$ cat src/rtl/aes_block_loader.sv
// aes_block_loader: packs four 32-bit words into one 128-bit block, launches the AES core, streams the result out.
// Latency: aes_ld one cycle after the 4th input word is accepted; out_valid one cycle after aes_done.
// Backpressure: in_ready only while filling; each out_data word is held until out_valid & out_ready.
module aes_block_loader #(
  parameter int unsigned TIMEOUT_CYCLES = 255
) (
  input  logic         sys_clk,
  input  logic         sys_rst_n,
  input  logic         key_we,
  input  logic [127:0] key_in,
  input  logic         in_valid,
  output logic         in_ready,
  input  logic [31:0]  in_data,
  output logic         aes_ld,
  output logic [127:0] aes_key,
  output logic [127:0] aes_text,
  input  logic         aes_done,
  input  logic [127:0] aes_text_out,
  output logic         out_valid,
  input  logic         out_ready,
  output logic [31:0]  out_data,
  output logic         busy,
  output logic         err
);

  typedef enum logic [1:0] {
    S_FILL  = 2'd0,
    S_LOAD  = 2'd1,
    S_WAIT  = 2'd2,
    S_DRAIN = 2'd3
  } state_t;

  // Timeout counter is 8 bits wide, so the limit lives in 1..255.
  localparam logic [7:0] LP_TIMEOUT = 8'(TIMEOUT_CYCLES);

  state_t       r_state;
  logic [1:0]   r_idx;
  logic [7:0]   r_cnt;
  logic [127:0] r_key;
  logic [127:0] r_text;
  logic [127:0] r_result;
  logic         r_in_ready;
  logic         r_aes_ld;
  logic         r_out_valid;
  logic         r_busy;
  logic         r_err;

  logic [7:0]   w_cnt_nxt;
  logic [6:0]   w_word_lsb;

  assign w_cnt_nxt  = r_cnt + 8'd1;
  // Word 0 is the most significant: idx 0 -> bits 127:96, idx 3 -> bits 31:0.
  assign w_word_lsb = {~r_idx, 5'd0};

  assign in_ready  = r_in_ready;
  assign aes_ld    = r_aes_ld;
  assign aes_key   = r_key;
  assign aes_text  = r_text;
  assign out_valid = r_out_valid;
  assign out_data  = r_result[w_word_lsb +: 32];
  assign busy      = r_busy;
  assign err       = r_err;

  // Control FSM with registered handshake/status outputs; key and block registers ride along.
  always_ff @(posedge sys_clk) begin
    if (!sys_rst_n) begin
      r_state     <= S_FILL;
      r_idx       <= 2'd0;
      r_cnt       <= 8'd0;
      r_key       <= '0;
      r_text      <= '0;
      r_result    <= '0;
      r_in_ready  <= 1'b1;
      r_aes_ld    <= 1'b0;
      r_out_valid <= 1'b0;
      r_busy      <= 1'b0;
      r_err       <= 1'b0;
    end else begin
      r_aes_ld <= 1'b0;
      // The key may only change while the core is not using it.
      if (key_we && !r_busy) begin
        r_key <= key_in;
      end
      case (r_state)
        S_FILL: begin
          if (in_valid) begin
            r_text[w_word_lsb +: 32] <= in_data;
            if (r_idx == 2'd3) begin
              r_idx      <= 2'd0;
              r_state    <= S_LOAD;
              r_aes_ld   <= 1'b1;
              r_in_ready <= 1'b0;
              r_busy     <= 1'b1;
            end else begin
              r_idx <= r_idx + 2'd1;
            end
          end
        end
        S_LOAD: begin
          r_state <= S_WAIT;
          r_cnt   <= 8'd0;
        end
        S_WAIT: begin
          // A completion arriving on the timeout cycle still counts as success.
          if (aes_done) begin
            r_result    <= aes_text_out;
            r_state     <= S_DRAIN;
            r_out_valid <= 1'b1;
          end else begin
            r_cnt <= w_cnt_nxt;
            if (w_cnt_nxt == LP_TIMEOUT) begin
              r_err      <= 1'b1;
              r_state    <= S_FILL;
              r_idx      <= 2'd0;
              r_busy     <= 1'b0;
              r_in_ready <= 1'b1;
            end
          end
        end
        S_DRAIN: begin
          if (out_ready) begin
            if (r_idx == 2'd3) begin
              r_idx       <= 2'd0;
              r_state     <= S_FILL;
              r_out_valid <= 1'b0;
              r_busy      <= 1'b0;
              r_in_ready  <= 1'b1;
            end else begin
              r_idx <= r_idx + 2'd1;
            end
          end
        end
        default: begin
          r_state <= S_FILL;
        end
      endcase
    end
  end

endmodule

$ cat config.mk
export PLATFORM = sky130hd
export DESIGN_NAME = aes_block_loader
export DESIGN_NICKNAME = d
export VERILOG_FILES = /design/src/rtl/aes_block_loader.sv
export SDC_FILE = /design/constraint.sdc
export NUM_CORES = 1
export LEC_CHECK = 0
export BUFFER_PORTS_ARGS = -buffer_cell sky130_fd_sc_hd__buf_4
export CAP_MARGIN = 20
export CORE_AREA = 2 2 231 233
export CTS_CLUSTER_DIAMETER = 30
export DETAILED_ROUTE_END_ITERATION = 8
export DIE_AREA = 0 0 233 235
export PLACE_DENSITY = 0.6
export SKIP_CTS_REPAIR_TIMING = 1
export SYNTH_ARGS = -nofsm -noshare
export SYNTH_HDL_FRONTEND = slang
export SYNTH_SLANG_ARGS = --single-unit
$ cat constraint.sdc
create_clock -name sys_clk -period 2.6 [get_ports sys_clk]
set_clock_uncertainty 0.15 [all_clocks]
set_input_delay 0 -clock sys_clk [delete_from_list [all_inputs] [get_ports sys_clk]]
set_output_delay 0 -clock sys_clk [all_outputs]
set_load 0.005 [all_outputs]
==> metrics.txt <==
num rows 84; synthesized area 14,900 sq um; maximum clock rate 392 MHz; register share of total power 30.4%; worst setup margin ~0.05 ns; final hold vios 0; Synth Net Count 2,024; Clock Power Share 60.5%; area grow syn2layout 84.4%; fillers 4,403; Post-synth ARST share 0%; clock slew at reported path FFs around 0.05 ns; WL final 60,500 um; area of the multi-input gates 6300 sq um; Slew @ Worst Pin 0.836 ns; DR vias 16,500; post-synth top area share 53.8%; Rel. slew slack 44.2%; crit share post-route a little over nine tenths; Crit path required time around 3.0 ns; Mean Syn Cell Area 8.67 sq um; Register Area about 8000 sq um; initial antenna violation count 5; dpl ws between 0.3 and 0.4 ns; RePlAce Congestion between 0.9 and 1; WHS 0.0426 ns; largest net degree at the start of global routing 129; Net Sw Frac 22.9%; status finished, final reports clean; number of H-tree levels 3; Post-synth EDFFs 0; Vias/cell between 4 and 5; clk buf depth 3; CP Max Fanout 51; all-layer global routing usage 18.7%; CTS tree built; post-route ant nets 0; Synth area leader dfxtp_1; sequential element share of the synthesized area 53.8%; First-pass DRT Iterations 6; wire per inst 17.5 um; crit end category flop; total global routing overflow 0; Pleak 0.0115 uW; Starting Density 28.5%; number of global-route vias before repair 14,600; Placed Cells 2,886; die width ~230 um; CTS sink cnt 401; most frequent cell after synthesis nand2_1; Power Dens Cells 770 nW/um^2; max cap viols 0; die area 54,800 sq um; FF-to-FF setup slack roughly 0.05 ns; final worst path period need around 2.6 ns; CTS root buf clkbuf_16; # setup viols final 0; Pint 16,300 uW; Worst-Skew Late Latency 0.61 ns; CTS buffer count 94; DP Wirelength 37,200 um; Setup CP Type flop to flop; crit path DAT 2.95 ns; combinational share of power 9.1%; PortBufs 586; Yosys warnings 0; Slew Limit Fails 0; Core Area 52,200 sq um; share of cells above drive strength 1 30.3%; Initial DRC Count 916; most frequent cells after synthesis nand2_1, dfxtp_1, a21oi_1; peak supply drop 0.530 mV; #FFs+latches synth 401; die height between 200 and 250 um; Post-layout nets 2,997; ys flop type dfxtp_1; Switch Pwr 4840 uW; Post-Layout Cell Count 3,466; Yosys cell types 55; first-pass GRT wire length 81,300 um; Startpoint Class flop; ranking of synthesized cells by area dfxtp_1, nand2_1, a21oi_1; Post-Synthesis Cells 1,719; Hold/Removal Path Class primary input to flop; I/O pin total 587; DR DRC count 0
==> cells by family (layout without fill, tap and decap cells) <==
group / count (synthesis) / in the layout / synth area share [%]
multiplexers: 33 / 33 / 4.90
AND/OR/NAND/NOR: 701 / 701 / 18.8
adder cells (fa/ha/maj): 11 / 11 / 0.923
flip-flops: 401 / 401 / 53.8
other: 0 / 5 / 0
XOR/XNOR: 1 / 1 / 0.0588
buffers and inverters: 147 / 1201 / 4.13
AO/OA/AOI/OAI: 425 / 425 / 17.4
==> flip-flops by register name (all words and copies together), names as in the netlist <==
signal     flops
r_idx          2
r_cnt          8
aes_key      128
r_result     128
in_ready       1
busy           1
aes_ld         1
aes_text     128
err            1
r_state        2
out_valid      1
==> metrics by stage <==
step	utilization [%]	setup TNS, ns	cell area (sq um)	total power (uW)
2_1_floorplan	-	0	14900	7090
3_5_place_dp	38.3	0	20000	7980
5_1_grt	52.6	-0.242	27500	21900
3_3_place_gp	38.3	0	20000	7950
6_report	52.6	0	27500	21200
4_1_cts	45.0	0	23500	20900
==> metal layers <==
metal / wire length (um) / GRT usage [%] / up-vias
li1: - / - / 7818
met1: 23300 / 21.9 / 7908
met2: 30600 / 30.7 / 653
met3: 4520 / 6.74 / 156
met4: 2040 / 7.89 / 0
met5: 0 / 0 / -
==> worst max-delay path, stage by stage (launching register included) <==
cell,delay [ns]
dfxtp_1,0.40
ha_1,0.36
and2_4,0.45
buf_12,0.28
nand2_1,0.08
a21oi_1,0.13
dlygate4sd3_1,0.59
==> final timing paths <==
kind,from,cells past startpoint,endpoint
min,key_in[106],4,aes_key[106]
min reg2reg,r_result[57],2,r_result[57]
max,r_state[1],6,r_result[34]
max reg2reg,r_state[1],6,r_result[34]
==> layout by cell type (no fill, tap or decap), types with 5 or more instances in the layout <==
cell type / n
buf_4: 603
nand2_1: 520
dfxtp_1: 399
dlygate4sd3_1: 398
a21oi_1: 249
nor2_1: 142
a22oi_1: 130
clkbuf_16: 94
mux4_2: 32
bufinv_16: 18
clkbuf_8: 17
a21boi_0: 15
clkinv_2: 14
clkbuf_1: 12
buf_12: 12
ha_1: 11
inv_1: 10
clkinvlp_4: 8
o21ai_0: 7
nand3_1: 7
clkinv_4: 6
diode_2: 5
==> area by class of cell <==
cell class                      instances  area share, %
Clock inverter                         54           3.15
Antenna cell                            5         0.0455
Clock buffer                          123           9.57
Sequential cell                       401           29.2
Tap cell                              688           3.13
Timing Repair Buffer                 1013           31.8
Inverter                               11          0.177
Multi-Input combinational cell       1171           22.9
==> power groups by stage <==
stage	registers (uW)	clock network, uW	logic, uW
final	6450	12800	1920
after global routing	6460	13400	2050
after CTS	6440	13000	1430
after detailed placement	6550	0	1420
after global placement	6550	0	1410
after floorplan	6550	0	546
Power figures use the tool's default switching activity.
